[config.mk]
export PLATFORM = sky130hd
export DESIGN_NAME = pulse_delay_multi
export DESIGN_NICKNAME = d
export VERILOG_FILES = /design/src/rtl/pulse_delay_multi.sv
export SDC_FILE = /design/constraint.sdc
export NUM_CORES = 1
export LEC_CHECK = 0
export CAP_MARGIN = 30
export CORE_ASPECT_RATIO = 0.7
export CORE_MARGIN = 2
export CORE_UTILIZATION = 56
export CTS_CLUSTER_DIAMETER = 80
export DETAILED_ROUTE_END_ITERATION = 6
export GPL_TIMING_DRIVEN = 1
export PLACE_DENSITY = 0.85
export SYNTH_ARGS = -nofsm -noshare
export SYNTH_HDL_FRONTEND = slang
export SYNTH_SLANG_ARGS = --single-unit
[constraint.sdc]
create_clock -name clk -period 3.7 [get_ports clk]
set_input_delay 0.74 -clock clk [delete_from_list [all_inputs] [get_ports clk]]
set_output_delay 0.74 -clock clk [all_outputs]
set_load 0.02 [all_outputs]
[src/rtl/pulse_delay_multi.sv]
// Multi-shot pulse delay: each input event re-emerges as a one-cycle pulse
// 'delay' clocks later, with up to DEPTH events tracked in independent slot timers.
module pulse_delay_multi #(
  parameter  int W     = 8,
  parameter  int DEPTH = 4,
  parameter  int EDGE  = 1,
  localparam int CW    = $clog2(DEPTH + 1)
) (
  input  logic          clk,
  input  logic          reset,
  input  logic          in_data,
  input  logic [W-1:0]  delay,
  input  logic          cancel,
  input  logic          clear_ovf,
  output logic          out_data,
  output logic          merged,
  output logic [CW-1:0] busy_count,
  output logic          overflow
);

  logic                    in_prev_q;
  logic [DEPTH-1:0]        active_q, active_d;
  logic [DEPTH-1:0][W-1:0] cnt_q, cnt_d;
  logic                    out_data_q, out_data_d;
  logic                    merged_q, merged_d;
  logic [CW-1:0]           busy_q, busy_d;
  logic                    overflow_q, overflow_d;

  logic                    evt;
  logic                    drop;
  logic                    alloc_done;
  logic [W-1:0]            load_val;
  logic [DEPTH-1:0]        expire;
  logic [CW-1:0]           n_exp;

  // delay=0 behaves as delay=1, so the loaded count saturates at zero
  assign load_val = (delay == '0) ? '0 : delay - W'(1);

  always_comb begin
    evt        = (EDGE != 0) ? (in_data & ~in_prev_q) : in_data;
    drop       = evt & (&active_q);
    active_d   = active_q;
    cnt_d      = cnt_q;
    expire     = '0;
    alloc_done = 1'b0;
    n_exp      = '0;
    busy_d     = '0;

    for (int i = 0; i < DEPTH; i++) begin
      if (active_q[i]) begin
        if (cnt_q[i] == '0) begin
          expire[i]   = 1'b1;
          active_d[i] = 1'b0;
        end else begin
          cnt_d[i] = cnt_q[i] - W'(1);
        end
      end
    end

    // Allocation looks at the pre-edge state, so a slot freed this edge stays idle
    for (int i = 0; i < DEPTH; i++) begin
      if (evt && !alloc_done && !active_q[i]) begin
        active_d[i] = 1'b1;
        cnt_d[i]    = load_val;
        alloc_done  = 1'b1;
      end
    end

    if (cancel) begin
      active_d = '0;
      cnt_d    = '0;
    end

    for (int i = 0; i < DEPTH; i++) begin
      n_exp  = n_exp + CW'(expire[i]);
      busy_d = busy_d + CW'(active_d[i]);
    end

    out_data_d = (n_exp != '0) & ~cancel;
    merged_d   = (n_exp > CW'(1)) & ~cancel;

    if (drop && !cancel)
      overflow_d = 1'b1;
    else if (clear_ovf)
      overflow_d = 1'b0;
    else
      overflow_d = overflow_q;
  end

  always_ff @(posedge clk or posedge reset) begin
    if (reset) begin
      in_prev_q  <= 1'b0;
      active_q   <= '0;
      cnt_q      <= '0;
      out_data_q <= 1'b0;
      merged_q   <= 1'b0;
      busy_q     <= '0;
      overflow_q <= 1'b0;
    end else begin
      in_prev_q  <= in_data;
      active_q   <= active_d;
      cnt_q      <= cnt_d;
      out_data_q <= out_data_d;
      merged_q   <= merged_d;
      busy_q     <= busy_d;
      overflow_q <= overflow_d;
    end
  end

  assign out_data   = out_data_q;
  assign merged     = merged_q;
  assign busy_count = busy_q;
  assign overflow   = overflow_q;

endmodule

==> flow_summary.yaml <==
logic_synthesis:
  synthDistinctLibCells: 60
  synth-async-reset-ratio: 1.00
  yosys_warnings: 0
  ys_seq_elements: 43
  yosysTopAreaCell: "dfrtp_1"
  ys_seq_area_frac: 0.376
  netlist_instances: 330
  synth_fp_nets: 359
  synthTopCellsByCount: "dfrtp_1 (43), nor2_1 (43), a21oi_1 (26), inv_1 (24), nand2_1 (21)"
  synth_edf_count: 0
  yosys_most_used_dff: "dfrtp_1"
  syn_avg_cell_area_um2: 8.68
  synthTopCellsByArea: "dfrtp_1 (38%), ha_1 (6.1%), nor2_1 (5.6%)"
  synth_top_area_frac: 0.376
  syn-cell-area_mm2: 0.00286
sta:
  fmax_mhz: 335
  fin_skew_ps: 7.33
  setup_tns_ps: 0
  rsz0062_at_grt: "no"
  drv_slew: 0
  setup_violations: 0
  hold_viol: 0
  relSlewSlack: 0.602
  min_period_over_period: 0.807
  finalCriticalPeriod_ps: 2980
  tightest_slew_ps: 592
cts:
  cts_buffer_depth: 2
  cts_hold_buf: 0
  cts_resized: 0
  post-cts-setup-buffer-count: 0
  h-tree-depth: 2
  clk_latency_ps: 310
  cts-buffers-inserted: 5
  clockRootBuffer: "clkbuf_8"
  cts_tree: "built"
  path_clk_slew_ps: 90
  cts.sinks: 43
die:
  coreArea_mm2: 0.00486
  dieArea_mm2: 0.00571
  row_count: 21
  initial_core_util: 0.589
  fp.dieH_um: 63.8
  die_w_um: 89.5
  pin_count: 19
finish:
  drive_above_1_share: 0.0909
  nets: 380
  finish.utilization: 0.668
  area_growth_pct: 13.5
  antennaDiodeCount: 0
  fill_cells: 410
route:
  dr_total_vias: 2681
  drtIter0Drc: 199
  wirelength_um: 7300
  drcViolationCount: 0
  ant_nets: 0
  wire_per_inst_um: 17.3
  dr.pass1.iters: 5
  via_per_inst: 6.37
status:
  status: "completed"
global_routing:
  grt_use_total: 0.278
  grt_use_met2: 0.402
  grtUsageMet1: 0.392
  grt_max_degree: 39
  grt_pass1_vias: 2571
  use_met3: 0.0659
  busiest_layer: "met2"
  grt_overflow: 0
  antenna_found_initial: 0
  grt_pass1_wl_um: 12200
placement:
  portBuffers: 18
  hpwlAfterDp_um: 5250
  gp_congestion: 0.867
setup_path:
  required_ps: 3900
  worst_ep_arrival_time_ps: 3180
  end_kind: "flop"
  cp-start-kind: "primary input"
  crit_type: "in2reg"
  cp_max_fo: 9
flow_run:
  maxCapViolCount: 0
power:
  powerDensity_mw_per_mm2: 357
  leakage_nw: 1.38
  worst_ir_drop_vdd_v: 0.000257
min_path:
  hp-class: "reg2reg"
-- sequential cells by signal (all words and copies together), names as in the netlist --
register    count
active_q        4
busy_count      3
cnt_q          32
in_prev_q       1
merged          1
out_data        1
overflow        1
-- final timing paths --
check	startpoint	to	slack [ps]	cells after the start
max in group asynchronous	reset	cnt_q[10]$_DFFE_PP0P_	2390	3
max reg2reg	cnt_q[24]$_DFFE_PP0P_	out_data$_DFF_PP0_	720	11
max	in_data	busy_count[1]$_DFF_PP0_	720	9
min in group asynchronous	reset	cnt_q[29]$_DFFE_PP0P_	600	2
min	cnt_q[23]$_DFFE_PP0P_	cnt_q[23]$_DFFE_PP0P_	550	1
min reg2reg	cnt_q[23]$_DFFE_PP0P_	cnt_q[23]$_DFFE_PP0P_	550	1
-- cell type report --
class	count	area (um2)	share of cell area
well taps	69	86.3	0.0266
clock buffers	5	68.8	0.0212
multi-input cells	251	1640	0.506
inverters	24	90.1	0.0277
flip-flops and latches	43	1080	0.331
clock inverters	3	43.8	0.0135
repair buffers	26	240	0.0739
-- layer usage --
layer / vias to the layer above / wire length [um]
met2: 150 / 3200
met5: - / 0
met3: 20 / 679
met1: 1266 / 3190
met4: 0 / 228
li1: 1245 / -
-- cell usage in the layout (no fill, tap or decap), types with 4 or more instances in the layout --
| cell | synthesis | routed |
|---|---|---|
| nor3b_1 | 8 | 8 |
| nor2_1 | 43 | 43 |
| clkbuf_8 | 0 | 5 |
| dfrtp_1 | 43 | 43 |
| clkdlybuf4s50_1 | 0 | 18 |
| buf_4 | 1 | 8 |
| a21oi_1 | 26 | 26 |
| a211oi_1 | 6 | 6 |
| inv_1 | 24 | 23 |
| nand3_1 | 13 | 13 |
| nor4_1 | 4 | 4 |
| xnor2_1 | 5 | 5 |
| o21ai_0 | 14 | 14 |
| ha_1 | 14 | 14 |
| nor3_1 | 12 | 12 |
| nand2_1 | 21 | 21 |
| or3_1 | 10 | 10 |
| a31oi_1 | 6 | 6 |
-- through the flow --
step	total power, mW	hold slack (ps)	area, um2	setup WS (ps)	std cells
after detailed placement	0.783	529	3140	425	413
after floorplan	0.703	488	2860	1000	330
after global placement	0.775	525	3140	556	413
after CTS	1.16	548	3250	730	421
after global routing	1.22	574	3250	534	421
final	1.16	549	3250	715	421
-- cells by family after synthesis --
logic type      share of synthesized area
compound gates                      0.179
xor+xnor                           0.0153
fa+ha+maj                          0.0751
buf+inv                            0.0502
flops                               0.376
mux                               0.00743
simple gates                        0.298
-- worst max-delay path, stage by stage --
cell and delay (ps):
clkdlybuf4s50_1 550, nor2b_1 260, nor2_1 80, nor2_1 210, nand2_1 260, fa_1 600, inv_1 40, ha_1 170
ha_1 270
-- power breakdown --
part           total (mW)  switching, mW  internal [mW]
Sequential          0.527         0.0303          0.496
Combinational       0.254          0.146          0.109
Clock               0.377          0.176          0.201
(Power assumes the default switching activity.)
